## src/rtl/pipe_ctrl_pkg.sv

```systemverilog
// rtl/pipe_ctrl_pkg.sv - shared types and constants for the pipeline stall/flush/forward controller
package pipe_ctrl_pkg;

  typedef enum logic [1:0] {
    FWD_NONE = 2'b00,
    FWD_WB   = 2'b01,
    FWD_MEM  = 2'b10
  } fwd_sel_e;

  typedef enum logic [1:0] {
    S_RESET,
    S_RUN,
    S_MEM_WAIT
  } pipe_ctrl_state_e;

  typedef struct packed {
    logic en;
    logic flush;
  } pipe_stage_ctl_t;

  // Per-buffer control shorthands; flush wins over en inside the buffers.
  localparam pipe_stage_ctl_t STG_LOAD   = '{en: 1'b1, flush: 1'b0};
  localparam pipe_stage_ctl_t STG_HOLD   = '{en: 1'b0, flush: 1'b0};
  localparam pipe_stage_ctl_t STG_BUBBLE = '{en: 1'b0, flush: 1'b1};
  localparam pipe_stage_ctl_t STG_SQUASH = '{en: 1'b1, flush: 1'b1};

endpackage

```

## src/rtl/pipe_ctrl_if.sv

```systemverilog
// rtl/pipe_ctrl_if.sv - hazard status in, stage strobes/forward selects/counters out
interface pipe_ctrl_if #(
  parameter int CNT_W = 32
);
  logic [4:0]       id_rs1;
  logic [4:0]       id_rs2;
  logic             id_use_rs1;
  logic             id_use_rs2;
  logic             idex_memread;
  logic [4:0]       idex_rd;
  logic [4:0]       idex_rs1;
  logic [4:0]       idex_rs2;
  logic             ex_redirect;
  logic             exmem_regwrite;
  logic [4:0]       exmem_rd;
  logic             exmem_memreq;
  logic             dmem_ready;
  logic             memwb_regwrite;
  logic [4:0]       memwb_rd;

  logic             pc_we;
  logic             ifid_en;
  logic             idex_en;
  logic             exmem_en;
  logic             memwb_en;
  logic             ifid_flush;
  logic             idex_flush;
  logic             exmem_flush;
  logic             memwb_flush;
  logic [1:0]       fwd_a;
  logic [1:0]       fwd_b;
  logic             mem_timeout;
  logic [CNT_W-1:0] stall_cnt;
  logic [CNT_W-1:0] flush_cnt;
  logic [CNT_W-1:0] memwait_cnt;

  modport master (
    input  id_rs1, id_rs2, id_use_rs1, id_use_rs2, idex_memread, idex_rd,
           idex_rs1, idex_rs2, ex_redirect, exmem_regwrite, exmem_rd,
           exmem_memreq, dmem_ready, memwb_regwrite, memwb_rd,
    output pc_we, ifid_en, idex_en, exmem_en, memwb_en,
           ifid_flush, idex_flush, exmem_flush, memwb_flush,
           fwd_a, fwd_b, mem_timeout, stall_cnt, flush_cnt, memwait_cnt
  );

  modport slave (
    output id_rs1, id_rs2, id_use_rs1, id_use_rs2, idex_memread, idex_rd,
           idex_rs1, idex_rs2, ex_redirect, exmem_regwrite, exmem_rd,
           exmem_memreq, dmem_ready, memwb_regwrite, memwb_rd,
    input  pc_we, ifid_en, idex_en, exmem_en, memwb_en,
           ifid_flush, idex_flush, exmem_flush, memwb_flush,
           fwd_a, fwd_b, mem_timeout, stall_cnt, flush_cnt, memwait_cnt
  );
endinterface

```

## src/rtl/pipe_ctrl_fwd_unit.sv

```systemverilog
// rtl/pipe_ctrl_fwd_unit.sv - combinational EX operand forward select for one source register
module fwd_unit
  import pipe_ctrl_pkg::*;
(
  input  logic [4:0] rs,
  input  logic       exmem_regwrite,
  input  logic [4:0] exmem_rd,
  input  logic       memwb_regwrite,
  input  logic [4:0] memwb_rd,
  output fwd_sel_e   sel
);

  // The younger result in EX/MEM shadows the older one in MEM/WB.
  always_comb begin
    sel = FWD_NONE;
    if (exmem_regwrite && (exmem_rd != 5'd0) && (exmem_rd == rs)) begin
      sel = FWD_MEM;
    end else if (memwb_regwrite && (memwb_rd != 5'd0) && (memwb_rd == rs)) begin
      sel = FWD_WB;
    end
  end

endmodule

```

## src/rtl/pipe_ctrl.sv

```systemverilog
// rtl/pipe_ctrl.sv - 5-stage pipeline stall/flush/forward controller; PIPE_CTRL_PERF_EN adds perf counters
module pipe_ctrl
  import pipe_ctrl_pkg::*;
#(
  parameter int MEM_TIMEOUT = 15,
  parameter int CNT_W       = 32
) (
  input  logic        clk,
  input  logic        rst_n,
  pipe_ctrl_if.master bus
);

  localparam logic [7:0] TIMEOUT_CNT = 8'(MEM_TIMEOUT);

  pipe_ctrl_state_e state, state_nxt;
  logic [7:0]       wait_cnt, wait_cnt_nxt;
  logic             mem_timeout;
  logic             timeout_hit;
  logic             freeze;
  logic             run;
  logic             load_use;
  logic             pc_we;
  pipe_stage_ctl_t  ifid, idex, exmem, memwb;
  fwd_sel_e         fwd_a_raw, fwd_b_raw;

  assign load_use = bus.idex_memread && (bus.idex_rd != 5'd0) &&
                    ((bus.id_use_rs1 && (bus.id_rs1 == bus.idex_rd)) ||
                     (bus.id_use_rs2 && (bus.id_rs2 == bus.idex_rd)));

  always_ff @(posedge clk or negedge rst_n) begin
    if (!rst_n) begin
      state       <= S_RESET;
      wait_cnt    <= 8'd0;
      mem_timeout <= 1'b0;
    end else begin
      state    <= state_nxt;
      wait_cnt <= wait_cnt_nxt;
      if (timeout_hit) begin
        mem_timeout <= 1'b1;
      end
    end
  end

  always_comb begin
    state_nxt    = state;
    wait_cnt_nxt = wait_cnt;
    timeout_hit  = 1'b0;
    freeze       = 1'b0;
    run          = 1'b0;
    case (state)
      S_RESET: state_nxt = S_RUN;
      S_RUN: begin
        if (bus.exmem_memreq && !bus.dmem_ready) begin
          freeze       = 1'b1;
          state_nxt    = S_MEM_WAIT;
          wait_cnt_nxt = 8'd1;
        end else begin
          run = 1'b1;
        end
      end
      S_MEM_WAIT: begin
        // A timed-out wait is released exactly like a completed access.
        if (bus.dmem_ready || (wait_cnt == TIMEOUT_CNT)) begin
          timeout_hit  = !bus.dmem_ready;
          run          = 1'b1;
          state_nxt    = S_RUN;
          wait_cnt_nxt = 8'd0;
        end else begin
          freeze       = 1'b1;
          wait_cnt_nxt = wait_cnt + 8'd1;
        end
      end
      default: state_nxt = S_RESET;
    endcase

    pc_we = 1'b0;
    ifid  = STG_BUBBLE;
    idex  = STG_BUBBLE;
    exmem = STG_BUBBLE;
    memwb = STG_BUBBLE;
    if (freeze) begin
      ifid  = STG_HOLD;
      idex  = STG_HOLD;
      exmem = STG_HOLD;
      memwb = STG_SQUASH;
    end else if (run) begin
      pc_we = 1'b1;
      ifid  = STG_LOAD;
      idex  = STG_LOAD;
      exmem = STG_LOAD;
      memwb = STG_LOAD;
      // The load-use consumer is squashed by a redirect, so no stall is needed.
      if (bus.ex_redirect) begin
        ifid = STG_SQUASH;
        idex = STG_SQUASH;
      end else if (load_use) begin
        pc_we = 1'b0;
        ifid  = STG_HOLD;
        idex  = STG_SQUASH;
      end
    end
  end

  fwd_unit u_fwd_a (
    .rs             (bus.idex_rs1),
    .exmem_regwrite (bus.exmem_regwrite),
    .exmem_rd       (bus.exmem_rd),
    .memwb_regwrite (bus.memwb_regwrite),
    .memwb_rd       (bus.memwb_rd),
    .sel            (fwd_a_raw)
  );

  fwd_unit u_fwd_b (
    .rs             (bus.idex_rs2),
    .exmem_regwrite (bus.exmem_regwrite),
    .exmem_rd       (bus.exmem_rd),
    .memwb_regwrite (bus.memwb_regwrite),
    .memwb_rd       (bus.memwb_rd),
    .sel            (fwd_b_raw)
  );

  assign bus.pc_we       = pc_we;
  assign bus.ifid_en     = ifid.en;
  assign bus.idex_en     = idex.en;
  assign bus.exmem_en    = exmem.en;
  assign bus.memwb_en    = memwb.en;
  assign bus.ifid_flush  = ifid.flush;
  assign bus.idex_flush  = idex.flush;
  assign bus.exmem_flush = exmem.flush;
  assign bus.memwb_flush = memwb.flush;
  assign bus.fwd_a       = (state == S_RESET) ? FWD_NONE : fwd_a_raw;
  assign bus.fwd_b       = (state == S_RESET) ? FWD_NONE : fwd_b_raw;
  assign bus.mem_timeout = mem_timeout;

`ifdef PIPE_CTRL_PERF_EN
  logic [CNT_W-1:0] stall_cnt, flush_cnt, memwait_cnt;
  logic             redirect_act;

  assign redirect_act = run && bus.ex_redirect;

  always_ff @(posedge clk or negedge rst_n) begin
    if (!rst_n) begin
      stall_cnt   <= '0;
      flush_cnt   <= '0;
      memwait_cnt <= '0;
    end else begin
      if ((state != S_RESET) && !pc_we && (stall_cnt != '1)) begin
        stall_cnt <= stall_cnt + 1'b1;
      end
      if (redirect_act && (flush_cnt != '1)) begin
        flush_cnt <= flush_cnt + 1'b1;
      end
      if ((state == S_MEM_WAIT) && (memwait_cnt != '1)) begin
        memwait_cnt <= memwait_cnt + 1'b1;
      end
    end
  end

  assign bus.stall_cnt   = stall_cnt;
  assign bus.flush_cnt   = flush_cnt;
  assign bus.memwait_cnt = memwait_cnt;
`else
  assign bus.stall_cnt   = {CNT_W{1'b0}};
  assign bus.flush_cnt   = {CNT_W{1'b0}};
  assign bus.memwait_cnt = {CNT_W{1'b0}};
`endif

endmodule

```

## src/flat_wrapper.sv

```systemverilog
// flat-port wrapper written by rule: the top's interface ports become plain ports
module pipe_ctrl_flat import pipe_ctrl_pkg::*;
#(
  parameter int MEM_TIMEOUT = 15,
  parameter int CNT_W       = 32
)
  (clk, rst_n, bus_id_rs1, bus_id_rs2, bus_id_use_rs1, bus_id_use_rs2, bus_idex_memread, bus_idex_rd, bus_idex_rs1, bus_idex_rs2, bus_ex_redirect, bus_exmem_regwrite, bus_exmem_rd, bus_exmem_memreq, bus_dmem_ready, bus_memwb_regwrite, bus_memwb_rd, bus_pc_we, bus_ifid_en, bus_idex_en, bus_exmem_en, bus_memwb_en, bus_ifid_flush, bus_idex_flush, bus_exmem_flush, bus_memwb_flush, bus_fwd_a, bus_fwd_b, bus_mem_timeout, bus_stall_cnt, bus_flush_cnt, bus_memwait_cnt);
  pipe_ctrl_if #(.CNT_W(CNT_W)) bus_i ();
  input  logic clk;
  input  logic rst_n;
  input wire logic [$bits(bus_i.id_rs1)-1:0] bus_id_rs1;
  input wire logic [$bits(bus_i.id_rs2)-1:0] bus_id_rs2;
  input wire logic [$bits(bus_i.id_use_rs1)-1:0] bus_id_use_rs1;
  input wire logic [$bits(bus_i.id_use_rs2)-1:0] bus_id_use_rs2;
  input wire logic [$bits(bus_i.idex_memread)-1:0] bus_idex_memread;
  input wire logic [$bits(bus_i.idex_rd)-1:0] bus_idex_rd;
  input wire logic [$bits(bus_i.idex_rs1)-1:0] bus_idex_rs1;
  input wire logic [$bits(bus_i.idex_rs2)-1:0] bus_idex_rs2;
  input wire logic [$bits(bus_i.ex_redirect)-1:0] bus_ex_redirect;
  input wire logic [$bits(bus_i.exmem_regwrite)-1:0] bus_exmem_regwrite;
  input wire logic [$bits(bus_i.exmem_rd)-1:0] bus_exmem_rd;
  input wire logic [$bits(bus_i.exmem_memreq)-1:0] bus_exmem_memreq;
  input wire logic [$bits(bus_i.dmem_ready)-1:0] bus_dmem_ready;
  input wire logic [$bits(bus_i.memwb_regwrite)-1:0] bus_memwb_regwrite;
  input wire logic [$bits(bus_i.memwb_rd)-1:0] bus_memwb_rd;
  output wire logic [$bits(bus_i.pc_we)-1:0] bus_pc_we;
  output wire logic [$bits(bus_i.ifid_en)-1:0] bus_ifid_en;
  output wire logic [$bits(bus_i.idex_en)-1:0] bus_idex_en;
  output wire logic [$bits(bus_i.exmem_en)-1:0] bus_exmem_en;
  output wire logic [$bits(bus_i.memwb_en)-1:0] bus_memwb_en;
  output wire logic [$bits(bus_i.ifid_flush)-1:0] bus_ifid_flush;
  output wire logic [$bits(bus_i.idex_flush)-1:0] bus_idex_flush;
  output wire logic [$bits(bus_i.exmem_flush)-1:0] bus_exmem_flush;
  output wire logic [$bits(bus_i.memwb_flush)-1:0] bus_memwb_flush;
  output wire logic [$bits(bus_i.fwd_a)-1:0] bus_fwd_a;
  output wire logic [$bits(bus_i.fwd_b)-1:0] bus_fwd_b;
  output wire logic [$bits(bus_i.mem_timeout)-1:0] bus_mem_timeout;
  output wire logic [$bits(bus_i.stall_cnt)-1:0] bus_stall_cnt;
  output wire logic [$bits(bus_i.flush_cnt)-1:0] bus_flush_cnt;
  output wire logic [$bits(bus_i.memwait_cnt)-1:0] bus_memwait_cnt;
  assign bus_i.id_rs1 = bus_id_rs1;
  assign bus_i.id_rs2 = bus_id_rs2;
  assign bus_i.id_use_rs1 = bus_id_use_rs1;
  assign bus_i.id_use_rs2 = bus_id_use_rs2;
  assign bus_i.idex_memread = bus_idex_memread;
  assign bus_i.idex_rd = bus_idex_rd;
  assign bus_i.idex_rs1 = bus_idex_rs1;
  assign bus_i.idex_rs2 = bus_idex_rs2;
  assign bus_i.ex_redirect = bus_ex_redirect;
  assign bus_i.exmem_regwrite = bus_exmem_regwrite;
  assign bus_i.exmem_rd = bus_exmem_rd;
  assign bus_i.exmem_memreq = bus_exmem_memreq;
  assign bus_i.dmem_ready = bus_dmem_ready;
  assign bus_i.memwb_regwrite = bus_memwb_regwrite;
  assign bus_i.memwb_rd = bus_memwb_rd;
  assign bus_pc_we = bus_i.pc_we;
  assign bus_ifid_en = bus_i.ifid_en;
  assign bus_idex_en = bus_i.idex_en;
  assign bus_exmem_en = bus_i.exmem_en;
  assign bus_memwb_en = bus_i.memwb_en;
  assign bus_ifid_flush = bus_i.ifid_flush;
  assign bus_idex_flush = bus_i.idex_flush;
  assign bus_exmem_flush = bus_i.exmem_flush;
  assign bus_memwb_flush = bus_i.memwb_flush;
  assign bus_fwd_a = bus_i.fwd_a;
  assign bus_fwd_b = bus_i.fwd_b;
  assign bus_mem_timeout = bus_i.mem_timeout;
  assign bus_stall_cnt = bus_i.stall_cnt;
  assign bus_flush_cnt = bus_i.flush_cnt;
  assign bus_memwait_cnt = bus_i.memwait_cnt;
  pipe_ctrl #(.MEM_TIMEOUT(MEM_TIMEOUT), .CNT_W(CNT_W)) u_core (.clk(clk), .rst_n(rst_n), .bus(bus_i));
endmodule
```

## config.mk

```make
export PLATFORM = sky130hd
export DESIGN_NAME = pipe_ctrl_flat
export DESIGN_NICKNAME = d
export VERILOG_FILES = /design/src/rtl/pipe_ctrl_pkg.sv /design/src/rtl/pipe_ctrl_if.sv /design/src/rtl/pipe_ctrl_fwd_unit.sv /design/src/rtl/pipe_ctrl.sv /design/src/flat_wrapper.sv
export SDC_FILE = /design/constraint.sdc
export NUM_CORES = 1
export LEC_CHECK = 0
export BUFFER_PORTS_ARGS = -buffer_cell sky130_fd_sc_hd__buf_2
export CORE_MARGIN = 4
export CORE_UTILIZATION = 40
export DETAILED_ROUTE_END_ITERATION = 7
export PLACE_DENSITY_LB_ADDON = 0.12
export SLEW_MARGIN = 5
export SYNTH_ARGS = -nofsm -noshare
export SYNTH_HDL_FRONTEND = slang
export SYNTH_SLANG_ARGS = --single-unit
```

## constraint.sdc

```tcl
create_clock -name clk -period 2.4 [get_ports clk]
set_input_delay 0.12 -clock clk [delete_from_list [all_inputs] [get_ports clk]]
set_output_delay 0.12 -clock clk [all_outputs]
set_load 0.005 [all_outputs]
```

==> results.py, run 1 <==
metrics = {
    "setup_path": {
        "crit_path_max_incr_delay_ps": 450,
        "cp-end-kind": "output pin",
        "worst_ep_arrival_time_ps": 2130,
        "path_cells": "ha_2, and3_1, a21oi_2, a2111o_1, o21ba_1, buf_2",
        "critPathKind": "reg2out",
        "critPathSlowestCell": "a2111o_1",
        "path_max_fanout": 7,
        "startpoint_type": "flop",
        "cp_data_required_time_ps": 2280,
    },
    "drt": {
        "drt_wl_total_mm": 4.141,
        "detail_route.first_pass.iterations": 4,
        "wl_per_cell_um": 11.66,
        "antenna_left": 0,
        "drt_iter0_markers": 82,
        "viasPerCell": 4.132,
        "drcViolationCount": 0,
        "num_vias": 1467,
    },
    "grt": {
        "grt_pass1_wl_mm": 6.216,
        "grt_max_degree": 12,
        "antenna_found_initial": 0,
        "grt_pass1_vias": 1381,
        "grt_use_total_pct": 12.60,
        "gr-total-overflow": 0,
    },
    "finish": {
        "area_growth_pct": 1.777,
        "drive_gt1_share_pct": 22.11,
        "diodes": 0,
        "fill_cells": 457,
        "nNetsFinal": 353,
        "instances_no_fill": 355,
    },
    "synth": {
        "synth_area_leaders": "buf_4, dfrtp_1, xor2_1",
        "synth_edf_count": 0,
        "synth.most_common_cell": "buf_4",
        "synth.top_cells.by_count": "buf_4, xor2_1, xnor2_1",
        "synth_area_leader_cell": "buf_4",
        "synth-seq-area-share_pct": 14.47,
        "synth_cell_type_count": 38,
        "ys_seq_elements": 11,
        "syn_avg_cell_area_um2": 7.826,
        "netlist_instances": 243,
        "ys.warnings.count": 0,
        "yosysTopAreaCellShare_pct": 38.68,
        "synth_ff_type": "dfrtp_1",
        "netlist_area_um2": 1902,
        "synthArstFlopShare_pct": 100.0,
    },
    "clock_network": {
        "clk_latency_ps": 240,
        "cts_sinks": 11,
        "cts_buffers": 3,
        "clockBufferDepth": 2,
        "htreeDepth": 1,
        "clkTransAtPathRegs_ps": 50,
        "root_buffer": "clkbuf_8",
        "cts_tree": "built",
        "cts_setup_buffers": 0,
    },
    "placement": {
        "portBuffers": 58,
        "placed_cells": 350,
        "dp_hpwl_mm": 3.582,
        "gp_congestion": 0.8491,
    },
    "sta": {
        "min_period_ps": 2251,
        "hold_viol": 0,
        "rsz0062_at_grt": "no",
        "timing.fmax_mhz": 444.3,
        "slew_headroom_pct": 57.13,
        "skew_ps": 4.116,
        "report.final.slew_viol_count": 0,
        "final.setup.tns_ps": 0,
        "setup_viol": 0,
        "tightestPinTransition_ps": 641.6,
        "hold_slack_ps": 252.5,
        "post-route-period-util_pct": 93.77,
    },
    "flow_run": {
        "cap_violations": 0,
    },
    "floorplan": {
        "rows": 24,
        "core_area_um2": 4474,
        "dieHeight_um": 76.96,
        "initial_core_util_pct": 42.51,
        "design.die.area_um2": 5922,
        "die_w_um": 76.96,
        "ioPinCount": 155,
    },
    "power": {
        "p_leak_nw": 1.050,
        "ir_worst_vdd_v": 0.0002274,
        "power_mw": 1.027,
        "powerDensity_nw_per_um2": 530.8,
    },
    "worst_hold_path": {
        "hold_path.class": "in2reg",
    },
    "outcome": {
        "status": "finished, final reports clean",
    },
}
## layer usage
metal	vias to the layer above	global-route usage (%)	part of all wire (%)
met5	-	0	0
met4	0	3.623	1.1
met3	6	3.044	11
met2	90	22.56	50
met1	630	14.78	38
li1	741	-	-
## repair_timing
item	4_1_cts	5_1_grt
endpoints found under the setup margin	0	2
resized for setup	0	1
endpoints found under the hold margin	11	0
hold buffers	1	0
## metrics by stage
stage          instance area [um2]  setup WS [ps]  util (%)
2_1_floorplan                 2258          502.9         -
3_3_place_gp                  1878          450.3     41.97
3_5_place_dp                  1878          375.9     41.97
4_1_cts                       1933          108.9     43.20
5_1_grt                       1936          9.635     43.26
6_report                      1936          149.4     43.26
## worst paths after layout
check | startpoint | endpoint | slack [ps] | cells after the start
hold reg to reg | u_core.bus.mem_timeout$_DFFE_PN0P_ | u_core.bus.mem_timeout$_DFFE_PN0P_ | 480 | 1
setup / recovery | u_core.wait_cnt[0]$_DFFE_PN0P_ | bus_ifid_en | 150 | 6
setup reg to reg | u_core.state[0]$_DFFE_PN0P_ | u_core.wait_cnt[6]$_DFFE_PN0P_ | 520 | 6
min in group asynchronous | rst_n | u_core.state[1]$_DFFE_PN0P_ | 290 | 2
max in group asynchronous | rst_n | u_core.wait_cnt[7]$_DFFE_PN0P_ | 1900 | 2
hold / removal | bus_dmem_ready | u_core.wait_cnt[0]$_DFFE_PN0P_ | 250 | 4
## layout make-up
type	count	area [um2]	share of cell area, %
Tap cell	52	65.06	3.361
Inverter	11	41.29	2.133
Clock buffer	4	45.04	2.327
Sequential cell	11	275.3	14.22
Timing Repair Buffer	59	300.3	15.51
Multi-Input combinational cell	218	1209	62.44
## registers in the layout, summed over array words and instances (netlist names)
| register | count |
|---|---|
| u_core.wait_cnt | 8 |
| u_core.state | 2 |
| u_core.bus.mem_timeout | 1 |
## cells by family (layout without fill, tap and decap cells)
family	count (synthesis)	count (layout)	share of synthesized area [%]
AND/OR/NAND/NOR	53	53	16.05
flip-flops	11	11	14.47
buffers and inverters	109	74	40.86
XOR/XNOR	30	30	13.82
adder cells (fa/ha/maj)	4	4	2.632
other	1	96	0.1972
AO/OA/AOI/OAI	35	35	11.97
## placed cells by master, fill, tap and decap left out, types with 6 or more instances in the layout
master and instances:
o21ai_0 7, inv_1 11, nand2_1 8, xor2_1 18
xnor2_1 12, nand3_1 7, conb_1 96, or4_1 6
nor4_1 6, a21oi_1 11, nor2_1 10, dfrtp_1 11
buf_2 58
## power by group
group | leakage, nW | internal [mW] | switching [mW]
clock | 0.0228 | 0.116 | 0.0678
sequential | 0.146 | 0.215 | 0.0321
combinational | 0.881 | 0.243 | 0.353
## critical path, delay by kind of cell (launching register included)
family	cells	cell delay (ps)
adder cells (fa/ha/maj)	1	250
buffers and inverters	1	110
flip-flops	1	430
AO/OA/AOI/OAI	3	850
AND/OR/NAND/NOR	1	260
Note: power is estimated with default switching activity, not from simulation.
==> run 2: changes to the inputs <==
Settings changed: CORE_MARGIN 4 to unset, CORE_UTILIZATION 40 to 41, SYNTH_HIERARCHICAL set to 1.
==> results.py, run 2 <==
metrics = {
    "drt": {
        "antenna_left": 0,
        "wl_per_cell_um": 10.10,
        "drt_iter0_markers": 49,
        "detail_route.first_pass.iterations": 7,
        "num_vias": 1540,
        "drcViolationCount": 13,
        "viasPerCell": 4.375,
        "drt_wl_total_mm": 3.556,
    },
    "clock_network": {
        "clockBufferDepth": 2,
        "cts_tree": "built",
        "cts_buffers": 3,
        "cts_setup_buffers": 0,
        "clkTransAtPathRegs_ps": 50,
        "clk_latency_ps": 230,
        "cts_sinks": 11,
        "root_buffer": "clkbuf_8",
        "htreeDepth": 1,
    },
    "setup_path": {
        "worst_ep_arrival_time_ps": 2040,
        "cp-end-kind": "output pin",
        "startpoint_type": "flop",
        "path_buf_inv": 2,
        "rr_worst_depth": 6,
        "crit_path_max_incr_delay_ps": 420,
        "cp.depth": 7,
        "critPathSlowestCell": "or3b_1",
        "critPathKind": "reg2out",
        "path_max_fanout": 8,
        "path_delay_family": "simple AND/OR/NAND/NOR gates",
        "cp_data_required_time_ps": 2280,
        "path_cells": "inv_1, ha_2, nor2b_1, a221oi_1, or3b_1, o21ba_1, buf_2",
    },
    "finish": {
        "largest_reg_flops": 8,
        "regMostFlops": "u_core/wait_cnt",
        "diodes": 0,
        "largestRegisters": "u_core/wait_cnt: 8 flops, u_core/state: 2 flops, u_core/bus.mem_timeout: 1 flops",
        "final_common_cell": "conb_1",
        "final_cell_mix": "conb_1, buf_2, xor2_1, xnor2_1",
        "nNetsFinal": 351,
        "drive_gt1_share_pct": 24.67,
        "area_growth_pct": 1.207,
    },
    "synth": {
        "netlist_area_um2": 1969,
        "synth.top_cells.by_count": "buf_4, xnor2_1, xor2_1",
        "synthArstFlopShare_pct": 100.0,
        "synth_ff_type": "dfrtp_1",
        "synth-seq-area-share_pct": 13.98,
        "netlist_instances": 241,
        "synth_area_leader_cell": "buf_4",
        "syn_avg_cell_area_um2": 8.172,
        "ys_seq_elements": 11,
        "synth.most_common_cell": "buf_4",
        "synth_cell_type_count": 47,
        "yosysTopAreaCellShare_pct": 37.36,
        "synth_area_leaders": "buf_4, dfrtp_1, xnor2_1",
        "ys.warnings.count": 6,
        "synth_edf_count": 0,
    },
    "floorplan": {
        "ioPinCount": 155,
        "design.die.area_um2": 5084,
        "core_area_um2": 4474,
        "dieHeight_um": 71.31,
        "die_w_um": 71.31,
        "initial_core_util_pct": 44.02,
        "rows": 24,
    },
    "sta": {
        "timing.fmax_mhz": 462.3,
        "report.final.slew_viol_count": 0,
        "setup_viol": 0,
        "hold_viol": 0,
        "min_period_ps": 2163,
        "rsz0062_at_grt": "no",
        "final.setup.tns_ps": 0,
        "skew_ps": 0.3940,
        "post-route-period-util_pct": 90.13,
    },
    "grt": {
        "grt_pass1_vias": 1230,
        "grt_max_degree": 12,
        "gr-total-overflow": 0,
        "grt_use_total_pct": 13.11,
        "grt_pass1_wl_mm": 5.451,
        "antenna_found_initial": 0,
    },
    "outcome": {
        "violations": "DRC",
        "status": "complete, but fails checks",
    },
    "power": {
        "power_mw": 0.9672,
        "p_leak_nw": 1.047,
        "ir_worst_vdd_v": 0.0002608,
        "powerDensity_nw_per_um2": 485.3,
    },
    "placement": {
        "portBuffers": 58,
        "gp_congestion": 0.8218,
        "dp_hpwl_mm": 3.084,
    },
    "worst_hold_path": {
        "hold_path.class": "in2async",
    },
    "flow_run": {
        "cap_violations": 0,
    },
}
run 2: worst paths after layout:
check,to,startpoint,slack (ps)
worst max register to register,u_core/wait_cnt[7]$_DFFE_PN0P_,u_core/state[0]$_DFFE_PN0P_,530
min in group clk,u_core/state[1]$_DFFE_PN0P_,bus_exmem_memreq,280
worst min register to register,u_core/bus.mem_timeout$_DFFE_PN0P_,u_core/bus.mem_timeout$_DFFE_PN0P_,480
max in group asynchronous,u_core/state[1]$_DFFE_PN0P_,rst_n,1920
worst min-delay path,u_core/wait_cnt[5]$_DFFE_PN0P_,rst_n,280
worst max-delay path,bus_ifid_en,u_core/state[1]$_DFFE_PN0P_,240
run 2: metrics by stage:
stage	area (um2)	worst slack (ps)	cells	hold WS (ps)	utilization, %
floorplan	2326	500.0	336	-175.6	-
global placement	1934	467.0	347	1.989	43.23
detailed placement	1934	421.9	347	2.693	43.23
CTS	1991	165.7	352	281.7	44.49
global route	1993	71.67	352	309.3	44.55
finish	1993	236.9	352	281.6	44.55
run 2: cell type report:
| class | instances | area [um2] |
|---|---|---|
| repair buffers | 59 | 300.3 |
| multi-input cells | 221 | 1287 |
| clock buffers | 3 | 41.29 |
| well taps | 52 | 65.06 |
| clock inverters | 1 | 5.005 |
| fillers | 466 | 2481 |
| flip-flops and latches | 11 | 275.3 |
| inverters | 5 | 18.77 |
run 2: routing by layer:
metal | routed length [um] | global-route usage [%] | part of all wire (%) | vias to the layer above
met2 | 1757 | 23.92 | 49 | 102
li1 | - | - | - | 740
met3 | 357 | 2.532 | 10 | 5
met4 | 23 | 2.000 | 0.65 | 0
met1 | 1419 | 16.26 | 40 | 693
met5 | 0 | 0 | 0 | -
run 2: report_power, final:
part / internal [mW] / switching (mW) / total, mW
combinational: 0.235 / 0.315 / 0.550
clock: 0.114 / 0.0694 / 0.183
sequential: 0.211 / 0.0229 / 0.234
run 2: timing repair:
item                       in CTS  in global routing
resized for setup               0                  1
setup endpoints to repair       0                  2
hold buffers                    1                  0
hold endpoints to repair       11                  0
run 2: cells by family after synthesis:
kind of cell	synth area share (%)
and+or+nand+nor	17.85
buffers and inverters	38.88
other	0.1904
muxes	0.5083
adders and majority gates	3.177
DFF	13.98
xor gates and xnor gates	12.45
AOI/OAI and AO/OA	12.96
